`config.mk`:
```
export PLATFORM = sky130hd
export DESIGN_NAME = id_ex_stage
export DESIGN_NICKNAME = d
export VERILOG_FILES = /design/src/rtl/id_ex_stage.sv
export SDC_FILE = /design/constraint.sdc
export NUM_CORES = 1
export LEC_CHECK = 0
export ABC_AREA = 1
export CORE_MARGIN = 1
export CORE_UTILIZATION = 25
export DETAILED_ROUTE_END_ITERATION = 8
export GPL_TIMING_DRIVEN = 0
export SETUP_SLACK_MARGIN = 0.5
export SYNTH_ARGS = -nofsm -noshare
export SYNTH_HDL_FRONTEND = slang
export SYNTH_SLANG_ARGS = --single-unit
```
`constraint.sdc`:
```
create_clock -name clk -period 2.6 [get_ports clk]
set_input_delay 0.26 -clock clk [delete_from_list [all_inputs] [get_ports clk]]
set_output_delay 0.26 -clock clk [all_outputs]
set_load 0.01 [all_outputs]
```
`src/rtl/id_ex_stage.sv`:
```
// ID/EX pipeline register with operand forwarding, shift-amount masking,
// valid/ready handshaking and write-back snooping while stalled.
module id_ex_stage #(
  parameter int WIDTH = 32
) (
  input  logic             clk,
  input  logic             reset,
  input  logic             in_valid,
  output logic             in_ready,
  input  logic [4:0]       rs1_addr,
  input  logic [4:0]       rs2_addr,
  input  logic [4:0]       rd_addr,
  input  logic [WIDTH-1:0] rs1_data,
  input  logic [WIDTH-1:0] rs2_data,
  input  logic [WIDTH-1:0] imm,
  input  logic [WIDTH-1:0] pc,
  input  logic [1:0]       sel_a,
  input  logic             sel_b,
  input  logic [3:0]       alu_cntrl_in,
  input  logic             reg_write_in,
  input  logic             mem_fwd_we,
  input  logic [4:0]       mem_fwd_rd,
  input  logic [WIDTH-1:0] mem_fwd_data,
  input  logic             wb_fwd_we,
  input  logic [4:0]       wb_fwd_rd,
  input  logic [WIDTH-1:0] wb_fwd_data,
  input  logic             flush,
  output logic             out_valid,
  input  logic             out_ready,
  output logic [WIDTH-1:0] src_a,
  output logic [WIDTH-1:0] src_b,
  output logic [3:0]       alu_cntrl,
  output logic [4:0]       rd_out,
  output logic             reg_write
);

  localparam logic [3:0] OP_MAX = 4'd9;

  function automatic logic [WIDTH-1:0] fwd_value(
    input logic [4:0]       addr,
    input logic [WIDTH-1:0] rf_data,
    input logic             m_we,
    input logic [4:0]       m_rd,
    input logic [WIDTH-1:0] m_data,
    input logic             w_we,
    input logic [4:0]       w_rd,
    input logic [WIDTH-1:0] w_data
  );
    logic [WIDTH-1:0] v;
    if (addr == 5'd0) begin
      v = '0;
    end else if (m_we && (m_rd == addr)) begin
      v = m_data;
    end else if (w_we && (w_rd == addr)) begin
      v = w_data;
    end else begin
      v = rf_data;
    end
    return v;
  endfunction

  function automatic logic is_shift(input logic [3:0] op);
    logic s;
    case (op)
      4'd4, 4'd8, 4'd9: s = 1'b1;
      default:          s = 1'b0;
    endcase
    return s;
  endfunction

  logic             r_valid;
  logic             r_reg_write;
  logic [WIDTH-1:0] r_src_a;
  logic [WIDTH-1:0] r_src_b;
  logic [3:0]       r_alu;
  logic [4:0]       r_rd;
  logic             r_a_from_rs;
  logic             r_b_from_rs;
  logic [4:0]       r_rs1_addr;
  logic [4:0]       r_rs2_addr;

  logic             w_in_ready;
  logic             w_capture;
  logic             w_hold;
  logic [WIDTH-1:0] w_rs1_fwd;
  logic [WIDTH-1:0] w_rs2_fwd;
  logic [WIDTH-1:0] w_a_sel;
  logic [WIDTH-1:0] w_b_raw;
  logic [WIDTH-1:0] w_b_sel;
  logic             w_rw_in;
  logic             w_snoop_a;
  logic             w_snoop_b;

  logic             w_nxt_valid;
  logic             w_nxt_reg_write;
  logic [WIDTH-1:0] w_nxt_src_a;
  logic [WIDTH-1:0] w_nxt_src_b;
  logic [3:0]       w_nxt_alu;
  logic [4:0]       w_nxt_rd;
  logic             w_nxt_a_from_rs;
  logic             w_nxt_b_from_rs;
  logic [4:0]       w_nxt_rs1_addr;
  logic [4:0]       w_nxt_rs2_addr;

  assign w_in_ready = !r_valid || out_ready;
  assign w_capture  = in_valid && w_in_ready && !flush;
  assign w_hold     = r_valid && !out_ready;

  // Operand selection for the incoming instruction
  always_comb begin
    w_rs1_fwd = fwd_value(rs1_addr, rs1_data, mem_fwd_we, mem_fwd_rd, mem_fwd_data,
                          wb_fwd_we, wb_fwd_rd, wb_fwd_data);
    w_rs2_fwd = fwd_value(rs2_addr, rs2_data, mem_fwd_we, mem_fwd_rd, mem_fwd_data,
                          wb_fwd_we, wb_fwd_rd, wb_fwd_data);
    case (sel_a)
      2'd0:    w_a_sel = w_rs1_fwd;
      2'd1:    w_a_sel = pc;
      default: w_a_sel = '0;
    endcase
    if (sel_b) begin
      w_b_raw = imm;
    end else begin
      w_b_raw = w_rs2_fwd;
    end
    if (is_shift(alu_cntrl_in)) begin
      w_b_sel = {{(WIDTH-5){1'b0}}, w_b_raw[4:0]};
    end else begin
      w_b_sel = w_b_raw;
    end
    w_rw_in = reg_write_in && (alu_cntrl_in <= OP_MAX);
  end

  // Only the write-back port can refresh a stalled operand; MEM results are
  // older-in-flight and would already have been seen at capture time.
  assign w_snoop_a = w_hold && r_a_from_rs && (r_rs1_addr != 5'd0) &&
                     wb_fwd_we && (wb_fwd_rd == r_rs1_addr);
  assign w_snoop_b = w_hold && r_b_from_rs && (r_rs2_addr != 5'd0) &&
                     wb_fwd_we && (wb_fwd_rd == r_rs2_addr);

  // Next-state selection: flush, capture, drain, or hold with snoop
  always_comb begin
    w_nxt_valid     = r_valid;
    w_nxt_reg_write = r_reg_write;
    w_nxt_src_a     = r_src_a;
    w_nxt_src_b     = r_src_b;
    w_nxt_alu       = r_alu;
    w_nxt_rd        = r_rd;
    w_nxt_a_from_rs = r_a_from_rs;
    w_nxt_b_from_rs = r_b_from_rs;
    w_nxt_rs1_addr  = r_rs1_addr;
    w_nxt_rs2_addr  = r_rs2_addr;
    if (flush) begin
      w_nxt_valid     = 1'b0;
      w_nxt_reg_write = 1'b0;
    end else if (w_capture) begin
      w_nxt_valid     = 1'b1;
      w_nxt_reg_write = w_rw_in;
      w_nxt_src_a     = w_a_sel;
      w_nxt_src_b     = w_b_sel;
      w_nxt_alu       = alu_cntrl_in;
      w_nxt_rd        = rd_addr;
      w_nxt_a_from_rs = (sel_a == 2'd0);
      w_nxt_b_from_rs = !sel_b;
      w_nxt_rs1_addr  = rs1_addr;
      w_nxt_rs2_addr  = rs2_addr;
    end else if (r_valid && out_ready) begin
      w_nxt_valid     = 1'b0;
      w_nxt_reg_write = 1'b0;
    end else begin
      if (w_snoop_a) begin
        w_nxt_src_a = wb_fwd_data;
      end else begin
        w_nxt_src_a = r_src_a;
      end
      if (w_snoop_b) begin
        w_nxt_src_b = wb_fwd_data;
      end else begin
        w_nxt_src_b = r_src_b;
      end
    end
  end

  // Stage register
  always_ff @(posedge clk or posedge reset) begin
    if (reset) begin
      r_valid     <= 1'b0;
      r_reg_write <= 1'b0;
      r_src_a     <= '0;
      r_src_b     <= '0;
      r_alu       <= 4'd0;
      r_rd        <= 5'd0;
      r_a_from_rs <= 1'b0;
      r_b_from_rs <= 1'b0;
      r_rs1_addr  <= 5'd0;
      r_rs2_addr  <= 5'd0;
    end else begin
      r_valid     <= w_nxt_valid;
      r_reg_write <= w_nxt_reg_write;
      r_src_a     <= w_nxt_src_a;
      r_src_b     <= w_nxt_src_b;
      r_alu       <= w_nxt_alu;
      r_rd        <= w_nxt_rd;
      r_a_from_rs <= w_nxt_a_from_rs;
      r_b_from_rs <= w_nxt_b_from_rs;
      r_rs1_addr  <= w_nxt_rs1_addr;
      r_rs2_addr  <= w_nxt_rs2_addr;
    end
  end

  assign in_ready  = w_in_ready;
  assign out_valid = r_valid;
  assign reg_write = r_reg_write;
  assign src_a     = r_src_a;
  assign src_b     = r_src_b;
  assign alu_cntrl = r_alu;
  assign rd_out    = r_rd;

  id_ex_stage_chk u_chk (
    .clk       (clk),
    .reset     (reset),
    .in_ready  (w_in_ready),
    .out_valid (r_valid),
    .out_ready (out_ready),
    .reg_write (r_reg_write)
  );

endmodule

// Handshake invariants of the ID/EX stage.
module id_ex_stage_chk (
  input logic clk,
  input logic reset,
  input logic in_ready,
  input logic out_valid,
  input logic out_ready,
  input logic reg_write
);

  a_rw_needs_valid: assert property (@(posedge clk) disable iff (reset)
    reg_write |-> out_valid);

  a_in_ready_eq: assert property (@(posedge clk) disable iff (reset)
    in_ready == (!out_valid || out_ready));

endmodule

```
==> flow_summary.yaml <==
hold_path:
  hp-class: "input pin to asynchronous set/reset pin"
global_route:
  antenna_found_initial: 1
  grt_pass1_wl_um: 51400
  grt.met3_usage_pct: 4.74
  busiest_layer: "met2"
  grt_use_total_pct: 23.8
  use_met1_pct: 31.1
  grt_pass1_vias: 8774
  use_met2_pct: 38.7
  grt_max_degree: 37
  grt-ovfl-total: 0
timing:
  slew_headroom_pct: 58.0
  period_minus_slack_ns: 1.99
  skew_ns: 0.0114
  max_freq_ghz: 0.503
  finalCritPeriodShare_pct: 76.4
  rsz0062_at_grt: "no"
  setup_viol: 0
  tightestPinTransition_ns: 0.628
  fin_tns_setup_ns: 0
  fin_ws_ns: 0.613
  hold_violations: 0
  slew_viol_final: 0
die:
  core_mm2: 0.0279
  rows: 61
  num_io_pins: 308
  die_h_um: 171
  dieWidth_um: 171
  start_util_pct: 25.6
  die_area_mm2: 0.0293
setup_path:
  worstPathRequired_ns: 2.89
  critPathArrivalTime_ns: 2.28
  cp-start-kind: "input pin"
  crit_chain: "clkdlybuf4s50_1 -> xor2_1 -> nor3_1 -> nand3_1 -> nand2_1 -> nand2_4 -> inv_2 -> buf_2 -> nor2_1 -> a21oi_2"
  cp_max_fo: 10
  max_stage_delay_ns: 0.60
  critPathCaptureType: "register"
  critPathSlowestCell: "clkdlybuf4s50_1"
  crit_type: "input pin to register"
synthesis:
  synth.distinct_cells: 25
  netlist.area_leader.share_pct: 30.5
  avgSynthCellArea_um2: 5.88
  yosys.area.top_type: "dfrtp_1"
  yosysSeqAreaShare_pct: 30.5
  ys_seq_elements: 87
  syn_inst: 1215
  netlist_area_mm2: 0.00715
  yosysWarningCount: 0
  yosys-top-cells-area: "dfrtp_1 (30%), nand2_1 (24%), nor2_1 (14%)"
  syn_nets: 1447
power:
  p_seq_share_pct: 33.8
  p_switching_mw: 1.84
  power_mw: 5.28
  vdd_drop_max_uv: 395
  p_per_area_mw_per_mm2: 472
  clockPowerShare_pct: 26.6
  comb_power_share_pct: 39.5
  p_int_mw: 3.44
  sw_frac_of_total_pct: 34.9
  p_leak_nw: 5.39
clock_network:
  clk_pin_slew_ns: 0.08
  cts_sinks: 87
  clk_latency_ns: 0.35
  cts_made_buffers: 9
  cts_tree: "done"
  cts_hold_buffers: 0
  clockBufferDepth: 2
  cts_root_buf: "clkbuf_16"
  htreeDepth: 3
final_layout:
  drive_gt1_share_pct: 11.2
  nNetsFinal: 1771
  utilization_pct: 40.0
  final_cells: 1923
  area_growth_pct: 56.4
drt:
  vias: 9195
  drc_errors: 0
  drt_pass1_iterations: 5
  ant_nets: 0
  drt-initial-drc-count: 744
  viasPerCell: 4.78
  routed_wl_um: 35700
  wl_per_cell_um: 18.6
placed_design:
  dp_cells: 1901
  dp_slack_ns: -0.0574
  io_buffers: 306
  place_hpwl_um: 27500
  gp_congestion: 0.901
status:
  outcome: "completed"
flow_run:
  max-cap-violations: 0
## cell usage after synthesis, drive strengths merged
cell type,number
xor2,4
nand3,143
inv,76
a31oi,1
nand4,1
a21oi,72
o21a,1
dfrtp,87
nand2,453
nor2,280
o21ai,25
clkbuf,9
buf,58
nor3,5
## worst max-delay path, delay by kind of cell
family,cells,cell delay (ns)
AO/OA/AOI/OAI,1,0.11
XOR/XNOR,1,0.25
buffers and inverters,3,1.05
AND/OR/NAND/NOR,5,0.60
## per-layer routing
metal	wire, um	up-vias	share of wire (%)
met5	0	-	0
met4	954	0	2.7
met3	2920	58	8.2
met2	16400	434	46
met1	15400	4273	43
li1	-	4430	-
## cells by family (layout without fill, tap and decap cells)
logic type      count (synthesis)  count (layout)  share of synthesized area (%)
flops                          87              87                           30.5
compound gates                 99              99                           10.1
xor+xnor                        4               4                          0.490
other cells                     0               1                              0
simple gates                  882             882                           49.6
buf+inv                       143             472                           9.26
## path summary, 6_finish.rpt
kind,startpoint,endpoint,slack (ns),cells past startpoint
max,wb_fwd_rd[3],src_a[1],0.61,10
max in group asynchronous,reset,src_a[16],1.73,3
min reg2reg,rd_out[3],rd_out[3],0.48,2
min in group clk,rs1_addr[3],r_rs1_addr[3],0.32,3
min,reset,src_b[4],0.29,2
max reg2reg,out_valid,src_a[1],0.64,12
## per-stage QoR
step | cell area [um2] | hold slack, ns
CTS | 11100 | 0.278
floorplan | 7150 | 0.323
detailed placement | 10700 | 0.464
global placement | 10700 | 0.461
global route | 11200 | 0.298
finish | 11200 | 0.285
## sequential cells by signal (all words and copies together) (netlist names)
register     cells
r_rs1_addr       5
out_valid        1
reg_write        1
rd_out           5
r_rs2_addr       5
src_a           32
src_b           32
r_b_from_rs      1
r_a_from_rs      1
alu_cntrl        4
## timing repair
| action | in CTS | in global routing |
|---|---|---|
| endpoints found under the setup margin | 34 | 61 |
| gates resized for setup | 6 | 35 |
| pin swaps | 0 | 1 |
| buffers inserted | 0 | 5 |
## cell type report
type	instances	area, um2
plain buffers	67	402
flip-flops and latches	87	2180
repair buffers	313	3150
clock inverters	7	80.1
inverters	76	292
clock buffers	9	225
well taps	378	473
diodes	1	2.50
fillers	3002	16800
multi-input cells	985	4380
## placed cells by master (no fill, tap or decap), types with 2 or more instances in the layout
cell,n
dfrtp_1,87
inv_2,9
nor2_4,6
nand2_4,2
a21oi_2,57
nand3_4,3
nor3_1,5
buf_12,2
clkdlybuf4s50_1,302
dlymetal6s2s_1,4
xor2_1,4
clkbuf_16,9
clkbuf_2,5
nand2_1,450
inv_1,65
buf_6,7
a21oi_1,14
o21ai_0,24
nor2_2,4
nand3_1,139
clkinvlp_4,2
clkbuf_1,4
clkinv_4,2
nor2_1,270
buf_4,13
buf_2,40
clkbuf_4,3
## power groups by stage
| stage | combinational (mW) | sequential (mW) | clock, mW |
|---|---|---|---|
| final | 2.09 | 1.79 | 1.41 |
| after global routing | 2.26 | 1.82 | 1.48 |
| after CTS | 2.08 | 1.79 | 1.44 |
| after detailed placement | 2.06 | 1.81 | 0 |
| after global placement | 2.04 | 1.81 | 0 |
| after floorplan | 0.769 | 1.89 | 0 |
Note: power is estimated with default switching activity, not from simulation.
